### src/rtl/load_store_unit_if.sv
// load_store_unit_if: CPU request/response channel plus data_mem word port
interface load_store_unit_if;
  logic        req_valid;
  logic        req_ready;
  logic [3:0]  req_op;
  logic [31:0] req_addr;
  logic [31:0] req_wdata;
  logic        resp_valid;
  logic [31:0] resp_rdata;
  logic        resp_err;
  logic [31:0] mem_address;
  logic        mem_write_en;
  logic [31:0] mem_data_in;
  logic [31:0] mem_data_out;
  modport master (
    output req_valid, req_op, req_addr, req_wdata, mem_data_out,
    input  req_ready, resp_valid, resp_rdata, resp_err, mem_address, mem_write_en, mem_data_in
  );
  modport slave (
    input  req_valid, req_op, req_addr, req_wdata, mem_data_out,
    output req_ready, resp_valid, resp_rdata, resp_err, mem_address, mem_write_en, mem_data_in
  );
endinterface

### src/rtl/load_store_unit.sv
// load_store_unit: byte/half/word loads and stores onto a word memory, RMW for sub-word stores
module load_store_unit #(
  parameter bit MISALIGN_TRAP = 1'b1
) (
  input logic clk,
  input logic rst_n,
  load_store_unit_if.slave bus
);
  localparam logic [0:0] IDLE  = 1'b0;
  localparam logic [0:0] MERGE = 1'b1;
  logic [0:0]  state;
  logic [31:0] cap_addr, cap_mask, cap_rep, shifted, ld;
  logic [1:0]  sz, off;
  logic        store, sext, legal, mis, err, acc, sub;
  // decode, alignment, load extraction and memory-side drive
  always_comb begin
    sz = bus.req_op[1:0];
    store = bus.req_op[3];
    sext = !bus.req_op[2];
    legal = sz != 2'b11 && !(bus.req_op[2] && (bus.req_op[3] || bus.req_op[1]));
    mis = (sz == 2'b01 && bus.req_addr[0]) || (sz == 2'b10 && bus.req_addr[1:0] != 2'b00);
    err = !legal || (MISALIGN_TRAP && mis);
    off = sz == 2'b10 ? 2'b00 : sz == 2'b01 ? {bus.req_addr[1], 1'b0} : bus.req_addr[1:0];
    acc = bus.req_valid && state == IDLE;
    sub = store && sz != 2'b10;
    shifted = bus.mem_data_out >> {off, 3'b000};
    ld = sz == 2'b00 ? {{24{sext && shifted[7]}}, shifted[7:0]} :
         sz == 2'b01 ? {{16{sext && shifted[15]}}, shifted[15:0]} : shifted;
    bus.req_ready = state == IDLE;
    bus.mem_address = state == MERGE ? cap_addr :
                      (rst_n && bus.req_valid) ? {bus.req_addr[31:2], 2'b00} : 32'h0;
    bus.mem_write_en = rst_n && (state == MERGE || (acc && store && !sub && !err));
    bus.mem_data_in = state == MERGE ? (bus.mem_data_out & ~cap_mask) | (cap_rep & cap_mask) :
                      bus.mem_write_en ? bus.req_wdata : 32'h0;
  end
  // state, registered response pulse and sub-word store capture
  always_ff @(posedge clk or negedge rst_n) begin
    if (!rst_n) begin
      state <= IDLE;
      bus.resp_valid <= 1'b0;
      bus.resp_err <= 1'b0;
      bus.resp_rdata <= 32'h0;
      cap_addr <= 32'h0;
      cap_mask <= 32'h0;
      cap_rep <= 32'h0;
    end else begin
      bus.resp_valid <= state == MERGE || (acc && !(sub && !err));
      bus.resp_err <= acc && err;
      bus.resp_rdata <= (acc && !store && !err) ? ld : 32'h0;
      state <= (acc && sub && !err) ? MERGE : IDLE;
      if (acc) begin
        cap_addr <= {bus.req_addr[31:2], 2'b00};
        cap_mask <= (sz == 2'b00 ? 32'h0000_00FF : 32'h0000_FFFF) << {off, 3'b000};
        cap_rep <= sz == 2'b00 ? {4{bus.req_wdata[7:0]}} : {2{bus.req_wdata[15:0]}};
      end
    end
  end
endmodule

### src/flat_wrapper.sv
// flat-port wrapper written by rule: the top's interface ports become plain ports
module load_store_unit_flat 
#(
  parameter bit MISALIGN_TRAP = 1'b1
)
  (clk, rst_n, bus_req_valid, bus_req_op, bus_req_addr, bus_req_wdata, bus_mem_data_out, bus_req_ready, bus_resp_valid, bus_resp_rdata, bus_resp_err, bus_mem_address, bus_mem_write_en, bus_mem_data_in);
  load_store_unit_if bus_i ();
  input logic clk;
  input logic rst_n;
  input wire logic [$bits(bus_i.req_valid)-1:0] bus_req_valid;
  input wire logic [$bits(bus_i.req_op)-1:0] bus_req_op;
  input wire logic [$bits(bus_i.req_addr)-1:0] bus_req_addr;
  input wire logic [$bits(bus_i.req_wdata)-1:0] bus_req_wdata;
  input wire logic [$bits(bus_i.mem_data_out)-1:0] bus_mem_data_out;
  output wire logic [$bits(bus_i.req_ready)-1:0] bus_req_ready;
  output wire logic [$bits(bus_i.resp_valid)-1:0] bus_resp_valid;
  output wire logic [$bits(bus_i.resp_rdata)-1:0] bus_resp_rdata;
  output wire logic [$bits(bus_i.resp_err)-1:0] bus_resp_err;
  output wire logic [$bits(bus_i.mem_address)-1:0] bus_mem_address;
  output wire logic [$bits(bus_i.mem_write_en)-1:0] bus_mem_write_en;
  output wire logic [$bits(bus_i.mem_data_in)-1:0] bus_mem_data_in;
  assign bus_i.req_valid = bus_req_valid;
  assign bus_i.req_op = bus_req_op;
  assign bus_i.req_addr = bus_req_addr;
  assign bus_i.req_wdata = bus_req_wdata;
  assign bus_i.mem_data_out = bus_mem_data_out;
  assign bus_req_ready = bus_i.req_ready;
  assign bus_resp_valid = bus_i.resp_valid;
  assign bus_resp_rdata = bus_i.resp_rdata;
  assign bus_resp_err = bus_i.resp_err;
  assign bus_mem_address = bus_i.mem_address;
  assign bus_mem_write_en = bus_i.mem_write_en;
  assign bus_mem_data_in = bus_i.mem_data_in;
  load_store_unit #(.MISALIGN_TRAP(MISALIGN_TRAP)) u_core (.clk(clk), .rst_n(rst_n), .bus(bus_i));
endmodule
### config.mk
export PLATFORM = sky130hd
export DESIGN_NAME = load_store_unit_flat
export DESIGN_NICKNAME = d
export VERILOG_FILES = /design/src/rtl/load_store_unit_if.sv /design/src/rtl/load_store_unit.sv /design/src/flat_wrapper.sv
export SDC_FILE = /design/constraint.sdc
export NUM_CORES = 1
export LEC_CHECK = 0
export CORE_UTILIZATION = 30
export DETAILED_ROUTE_END_ITERATION = 8
export PLACE_DENSITY = 0.71
export SETUP_SLACK_MARGIN = 0.5
export SLEW_MARGIN = 20
export SYNTH_ARGS = -nofsm -noshare
export SYNTH_HDL_FRONTEND = slang
export SYNTH_SLANG_ARGS = --single-unit
### constraint.sdc
create_clock -name clk -period 2.4 [get_ports clk]
set_clock_uncertainty 0.1 [all_clocks]
set_input_delay 0.36 -clock clk [delete_from_list [all_inputs] [get_ports clk]]
set_output_delay 0.36 -clock clk [all_outputs]
set_load 0.03 [all_outputs]
Word-level counts from Yosys, hierarchy flattened
Index checks and enable logic that the tools add are counted.
{"block": "op_classes", "eq_ne": 4, "shifts": 2, "mux": 12, "n_bitwise": 5, "reduce_logical": 34}
{"operator": "two-way mux 32 bit", "count": 8}
{"operator": "AND 32 bit", "count": 2}
{"operator": "NOT 32 bit", "count": 1}
{"operator": "bitwise OR 32 bit", "count": 1}
{"operator": "<< shifter 32 x 5 -> 32 bit", "count": 1}
{"operator": ">> shifter 32 x 5 -> 32 bit", "count": 1}
{"operator": "logical AND 1 bit", "count": 20}
{"operator": "two-way mux 16 bit", "count": 1}
{"operator": "zero test 1 bit", "count": 7}
{"operator": "logical OR 1 bit", "count": 5}
{"operator": "inequality test 2 bit (second input constant)", "count": 2}
{"operator": "equality test 2 x 1 -> 1 bit (second input constant)", "count": 1}
{"operator": "equality test 2 bit (second input constant)", "count": 1}
{"operator": "zero test 2 bit", "count": 1}
{"operator": "two-way mux 1 bit", "count": 2}
{"operator": "two-way mux 2 bit", "count": 1}
{"operator": "nonzero test 2 bit", "count": 1}
{"operator": "NOT 1 bit", "count": 1}
{"block": "word_totals", "ff_bits": 129, "inputBits": 103, "out_inout_bits": 100, "elab_cells": 64}

Depth between registers and ports, before layout
Gate-level depths: netlist of the first run.
{"block": "depth", "depth_word": 12, "depth_mapped": 8, "mapped_depth_nobuf": 5}

Worst setup path before layout of the first run
OpenSTA, ideal clock, no wires.
{"block": "synth_timing", "path_kind": "input to output", "start": "input port bus_req_op[0]", "end": "output port bus_mem_data_in[10]", "arrival_time_ns": 1.612, "path_slack_ns": 0.328, "path_stages": 5, "n_path_buf": 2, "path_cell_list": "nor4_2 > and4_1 > clkbuf_1 > buf_2 > o2bb2ai_1"}
{"block": "synth_via", "elab_chain_len": 10}
{"element": "from (decl)", "line": "flat_wrapper.sv:11", "source": "input wire logic [$bits(bus_i.req_op)-1:0] bus_req_op;"}
{"element": "inequality test 2 bit, or another cell as far along", "line": "load_store_unit.sv:20", "source": "legal = sz != 2'b11 && !(bus.req_op[2] && (bus.req_op[3] || bus.req_op[1]));"}
{"element": "logical AND 1 bit, on equally long branches", "line": "load_store_unit.sv:20, load_store_unit.sv:21"}
{"element": "zero test 1 bit or logical OR 1 bit (tied branches)", "line": "load_store_unit.sv:22, load_store_unit.sv:21"}
{"element": "logical OR 1 bit", "line": "load_store_unit.sv:22", "source": "err = !legal || (MISALIGN_TRAP && mis);"}
{"element": "zero test 1 bit", "line": "load_store_unit.sv:32", "source": "bus.mem_write_en = rst_n && (state == MERGE || (acc && store && !sub && !err));"}
{"element": "logical AND 1 bit *", "line": "load_store_unit.sv:32"}
{"element": "logical OR 1 bit *", "line": "load_store_unit.sv:32"}
{"element": "logical AND 1 bit *", "line": "load_store_unit.sv:32"}
{"element": "two-way mux 32 bit *", "line": "load_store_unit.sv:34", "source": "bus.mem_write_en ? bus.req_wdata : 32'h0;"}
{"element": "two-way mux 32 bit *", "line": "load_store_unit.sv:33", "source": "bus.mem_data_in = state == MERGE ? (bus.mem_data_out & ~cap_mask) | (cap_rep & cap_mask) :"}
{"element": "to (decl)", "line": "flat_wrapper.sv:21", "source": "output wire logic [$bits(bus_i.mem_data_in)-1:0] bus_mem_data_in;"}
Mark *: on every way between the ends. The rest lies on a longest branch, timed or not.

Worst setup path after layout of the first run
{"block": "layout_timing", "start": "register u_core.state", "end": "output port bus_mem_data_in[18]"}
{"block": "layout_via", "elab_chain_len": 9}
{"element": "from (decl)", "line": "load_store_unit.sv:11", "source": "logic [0:0] state;"}
{"element": "from (signal assigned)", "line": "load_store_unit.sv:50", "source": "state <= (acc && sub && !err) ? MERGE : IDLE;"}
{"element": "NOT 1 bit", "line": "load_store_unit.sv:24", "source": "acc = bus.req_valid && state == IDLE;"}
{"element": "logical AND 1 bit", "line": "load_store_unit.sv:24"}
{"element": "logical AND 1 bit (3 in series)", "line": "load_store_unit.sv:32"}
{"element": "logical OR 1 bit", "line": "load_store_unit.sv:32"}
{"element": "logical AND 1 bit", "line": "load_store_unit.sv:32"}
{"element": "two-way mux 32 bit", "line": "load_store_unit.sv:34"}
{"element": "two-way mux 32 bit *", "line": "load_store_unit.sv:33"}
Marked as above.

==> results of run 1 <==
## synthesized netlist by cell type (2+ instances only)
master / instances
nand3_1: 9
nor2_2: 9
mux2i_1: 49
a21oi_2: 3
and4_1: 2
inv_1: 3
buf_1: 12
mux2_1: 5
o21ai_0: 4
a22o_1: 30
buf_4: 4
clkbuf_1: 17
nor2b_1: 2
nor2_1: 22
buf_6: 2
nor3_1: 9
o2bb2ai_1: 32
o31ai_1: 2
a211oi_1: 8
a21oi_1: 24
buf_2: 8
mux2_2: 10
dfrtp_1: 85
a221oi_1: 7
nand2_1: 126
## where the power goes
part	switching [mW]	leakage, nW	internal, mW	total (mW)
Clock	0.587	0.145	0.910	1.50
Combinational	0.643	2.58	0.559	1.20
Sequential	0.111	1.08	1.54	1.65
Total	1.34	3.81	3.01	4.35
## registers in the layout, summed over array words and instances (netlist names)
register and cells:
u_core.bus.resp_err 1, u_core.bus.resp_rdata 32, u_core.bus.resp_valid 1, u_core.cap_addr 30, u_core.cap_mask 4, u_core.cap_rep 16
u_core.state 1
## kinds of logic (layout without fill, tap and decap cells)
family,Yosys count,count (layout)
AO/OA/AOI/OAI,118,119
buffers and inverters,47,275
flip-flops,85,85
multiplexers,64,64
other,1,2
AND/OR/NAND/NOR,188,189
## final cells by class
type,count,area [µm²],share of cell area
flip-flops and latches,85,2130,0.243
repair buffers,256,2820,0.322
clock buffers,10,229,0.0261
inverters,4,17.5,0.00200
multi-input cells,374,3210,0.367
well taps,211,264,0.0301
clock inverters,5,83.8,0.00957
## layer usage
| metal | global-route usage | vias to the layer above | share of wire |
|---|---|---|---|
| met5 | 0 | - | 0 |
| li1 | - | 2249 | - |
| met1 | 0.275 | 2395 | 0.42 |
| met2 | 0.385 | 170 | 0.49 |
| met3 | 0.0442 | 48 | 0.047 |
| met4 | 0.113 | 0 | 0.041 |
## per-stage QoR
stage / util / instance area [µm²]
finish: 0.572 / 8760
global route: 0.572 / 8760
CTS: 0.557 / 8530
detailed placement: 0.508 / 7790
global placement: 0.508 / 7790
floorplan: - / 5400
## repair_timing
item,CTS,global route
cloned,5,2
endpoints found under the setup margin,94,88
buffers inserted,7,3
endpoints found under the hold margin,0,0
resized for setup,91,29
pin swaps,13,5
## worst max-delay path: stages, from the launching register on
cell and delay [ps]:
dfrtp_1 410, inv_4 80, nand2_4 50, nor2_4 100, and4_4 360, buf_12 190, o2bb2ai_4 120, buf_6 150
## how the worst min path moves through the flow
stage                   startpoint             endpoint  slack, ps  cells past startpoint
2_1_floorplan                rst_n  u_core.bus.resp_err        -40                      0
3_3_place_gp   u_core.cap_addr[22]  u_core.cap_addr[22]        360                      2
3_5_place_dp   u_core.cap_addr[31]  u_core.cap_addr[31]        370                      2
4_1_cts                      rst_n   u_core.cap_addr[8]        260                      2
5_1_grt                      rst_n   u_core.cap_addr[8]        150                      2
6_report                     rst_n   u_core.cap_addr[8]         60                      2
==> results.toml, run 1 <==
[place]
numPortBuffers = 200
gp_congestion = 0.894
dp_slack_ps = -184
dp_cells = 913
dp_hpwl_um = 12900

[clocking]
cts_buffers = 9
clk_pin_slew_ps = 60
htree_num_levels = 3
root_buffer = "clkbuf_16"
cts_num_sinks = 85
clockBufferDepth = 2
cts_tree = "yes"
cts_hold_buffers = 0
clkLatencyLatePin_ps = 350

[cells_and_area]
drive_gt1_frac = 0.313
fin_cells = 945
nets = 833
fillers = 1284
area_delta_synth_final_pct = 84.4
layout_common_cells = "clkdlybuf4s50_1, nand2_1, dfrtp_1, buf_6, mux2i_1"
final_common_cell = "clkdlybuf4s50_1"
antenna_cells = 0

[logic_synthesis]
ys_ff_latch = 85
synth_seq_area_share = 0.448
synth_cell_type_count = 44
synth_area_leaders = "dfrtp_1, mux2i_1, nand2_1, o2bb2ai_1, a22o_1"
muxShareOfSynthArea = 0.139
syn_area_mm2 = 0.00475
synth_edf_count = 0
synthArstFlopShare = 1.00
synth_warnings = 0
synth_top_area_frac = 0.448
synth-adder-area-share = 0
synth_top_family_by_area = "compound AO/OA/AOI/OAI gates"
avgSynthCellArea_um2 = 9.44
yosys.area_share.simple = 0.169
synthCells = 503
synth_compound_area_frac = 0.198
ys.flop_type = "dfrtp_1"
synth_largest_area_cell = "dfrtp_1"
synthXorXnorAreaFrac = 0

[detailed_routing]
drt_iter0_drc = 314
via_per_inst = 5.14
vias = 4862
first_pass_iters = 6
ant_nets = 0
wl_um = 18400
wl_per_cell_um = 19.5
drc = 0

[global_route]
grt_first_pass_wirelength_um = 28100
gr-total-overflow = 0
grt_max_degree = 86
antenna_found_initial = 0
grt_pass1_vias = 5101
grtUsageTotal = 0.227

[sta]
setup_ws_ps = 119
period_share = 0.951
setup_violations = 0
period_minus_slack_ps = 2280
slew_violations = 0
max_freq_ghz = 0.438
relSlewSlack = 0.475
rsz0062_at_grt = "yes"
hold_ws_ps = 61.7
finalHoldViolations = 0
worst_pin_slew_ps = 787
tns_ps = 0

[run]
drv_cap = 0

[hold_path]
hold_path_class = "in2async"

[critical_path]
cp-startpoint = "u_core.state"
cp_max_fo = 8
start_kind = "flop"
cp-end-kind = "output pin"
rrSetupSlack_ps = 640
worstSetupEndpoint = "bus_mem_data_in[18]"
timing.rr.end = "u_core.bus.resp_rdata[27]"
cp.required_ps = 1940
path_class = "reg2out"
rr_startpoint = "u_core.state"
reg2reg_depth = 6
crit_arrival_ps = 1820

[die]
coreArea_mm2 = 0.0153
start_util = 0.310
pin_count = 203
dieArea_mm2 = 0.0163
die_height_um = 128
rows = 45
fp.dieW_um = 128

[status]
status = "completed"

[power_and_ir_drop]
design_power_total_mw = 4.35
p_leak_nw = 3.81
vdd_ir_drop_max_mv = 0.368
power_density_mw_per_mm2 = 497
Power figures use the tool's default switching activity.
==> inputs of run 2 (changes only) <==
--- a/config.mk
+++ b/config.mk
@@ -6,6 +6,7 @@
 export NUM_CORES = 1
 export LEC_CHECK = 0
 export CORE_UTILIZATION = 30
+export CTS_BUF_LIST = sky130_fd_sc_hd__clkbuf_4 sky130_fd_sc_hd__clkbuf_8
 export DETAILED_ROUTE_END_ITERATION = 8
 export PLACE_DENSITY = 0.71
 export SETUP_SLACK_MARGIN = 0.5
==> constraint.sdc (replaced) <==
create_clock -name clk -period 2.4 [get_ports clk]
set_clock_uncertainty 0.1 [all_clocks]
set_input_delay 0.36 -clock clk [delete_from_list [all_inputs] [get_ports clk]]
set_output_delay 0.36 -clock clk [all_outputs]
set_load 0.01 [all_outputs]
==> run 2 against run 1 <==
  * Register-to-register slack worse by 40 ps
  * Total power shrank 13%
  * Worst setup slack worse by 81 ps
  * First-iteration DRC count is 18% higher
  * Non-clock buffer count is 13 higher
  * Sequential share of layout area up 2.5 points
  * Flip-flop and latch count stayed put
==> results.toml, run 2 (same netlist as run 1, synthesis figures left out) <==
[status]
status = "completed"

[critical_path]
cpMaxStageDelayCell = "dfrtp_1"
cp-end-kind = "output pin"
path_class = "reg2out"
crit_family = "buffers and inverters"
start_kind = "flop"
critPathBufInv = 4
cp_cell_sequence = "inv_2, nand2_4, nor2_4, and4_4, buf_12, buf_16, o2bb2ai_2, buf_2"
reg2reg_depth = 5
cp.depth = 8
rr_startpoint = "u_core.state"
max_stage_delay_ps = 410
cp.required_ps = 1940
timing.rr.end = "u_core.cap_rep[28]"
cp_max_fo = 7
rrSetupSlack_ps = 600
crit_arrival_ps = 1900

[cells_and_area]
nets = 844
drive_gt1_frac = 0.290
multi_input_area_mm2 = 0.00271
reg_top3 = "u_core.bus.resp_rdata (32), u_core.cap_addr (30), u_core.cap_rep (16)"
area_delta_synth_final_pct = 67.4
antenna_cells = 0
top_register = "u_core.bus.resp_rdata"
final_common_cell = "clkdlybuf4s50_1"
layout_common_cells = "clkdlybuf4s50_1, nand2_1, dfrtp_1, buf_2, mux2i_1"
seqCellArea_mm2 = 0.00213
final_util = 0.519
fillers = 1398
largest_register_ff_count = 32

[detailed_routing]
ant_nets = 0
wl_per_cell_um = 19.2
drc = 0
via_per_inst = 5.08
vias = 4865
wl_um = 18400
first_pass_iters = 5
drt_iter0_drc = 372

[die]
coreArea_mm2 = 0.0153
start_util = 0.310
die_height_um = 128
fp.dieW_um = 128
rows = 45
pin_count = 203
dieArea_mm2 = 0.0163

[clocking]
clockBufferDepth = 2
clk_pin_slew_ps = 90
htree_num_levels = 3
clkLatencyLatePin_ps = 370
root_buffer = "clkbuf_8"
cts_num_sinks = 85
cts_buffers = 9
cts_tree = "yes"

[sta]
slew_violations = 0
worst_pin_slew_ps = 786
relSlewSlack = 0.476
max_freq_ghz = 0.423
rsz0062_at_grt = "yes"
period_share = 0.985
finalHoldViolations = 0
tns_ps = 0
setup_violations = 0
period_minus_slack_ps = 2360

[global_route]
grtUsageTotal = 0.220
grt_pass1_vias = 4803
antenna_found_initial = 0
gr-total-overflow = 0
grt_first_pass_wirelength_um = 27200
grt_max_degree = 86

[power_and_ir_drop]
p_leak_nw = 3.70
vdd_ir_drop_max_mv = 0.237
power_density_mw_per_mm2 = 478

[place]
numPortBuffers = 200
dp_hpwl_um = 12600
gp_congestion = 0.911

[hold_path]
hold_path_class = "in2async"

[run]
drv_cap = 0
[run 2: per-layer routing]
layer,vias to the layer above,global-route usage,share of wire
li1,2264,-,-
met1,2344,0.272,0.42
met2,209,0.364,0.49
met3,48,0.0568,0.065
met4,0,0.0900,0.033
met5,-,0,0
[run 2: worst max path at each step]
stage | from | slack, ps | to
global placement | bus_req_op[0] | -420 | bus_mem_data_in[24]
global route | u_core.state | -20 | bus_mem_data_in[4]
floorplan | u_core.state | 480 | bus_mem_data_in[10]
detailed placement | bus_req_op[0] | -480 | bus_mem_data_in[24]
CTS | u_core.state | 50 | bus_mem_data_in[20]
finish | u_core.state | 40 | bus_mem_data_in[21]
[run 2: stage by stage]
stage / cell area (µm²) / total power, mW / setup WS (ps) / hold WS [ps] / cells
after global placement: 7210 / 2.59 / -423 / 359 / 914
after detailed placement: 7210 / 2.61 / -481 / 365 / 914
after global routing: 7950 / 3.96 / -20.1 / 115 / 957
after floorplan: 4760 / 2.06 / 478 / -35.6 / 504
after CTS: 7550 / 3.76 / 50.9 / 221 / 950
final: 7950 / 3.80 / 37.2 / 37.7 / 957
[run 2: report_power, final]
| group | internal [mW] | switching (mW) | total [mW] |
|---|---|---|---|
| logic | 0.527 | 0.527 | 1.05 |
| registers | 1.54 | 0.0828 | 1.62 |
| clock network | 0.551 | 0.571 | 1.12 |
[run 2: area by class of cell]
class	instances	share of cell area
multi-input combinational	372	0.340
inverter	4	0.00189
clock buffer	11	0.0190
timing repair buffer	269	0.330
tap	211	0.0332
sequential	85	0.268
clock inverter	5	0.00834
[run 2: repair_timing]
item,CTS,global route
endpoints found under the setup margin,95,73
gates resized for setup,291,62
hold buffers,0,0
buffers inserted,14,5
pin swaps,8,14
cloned,6,2
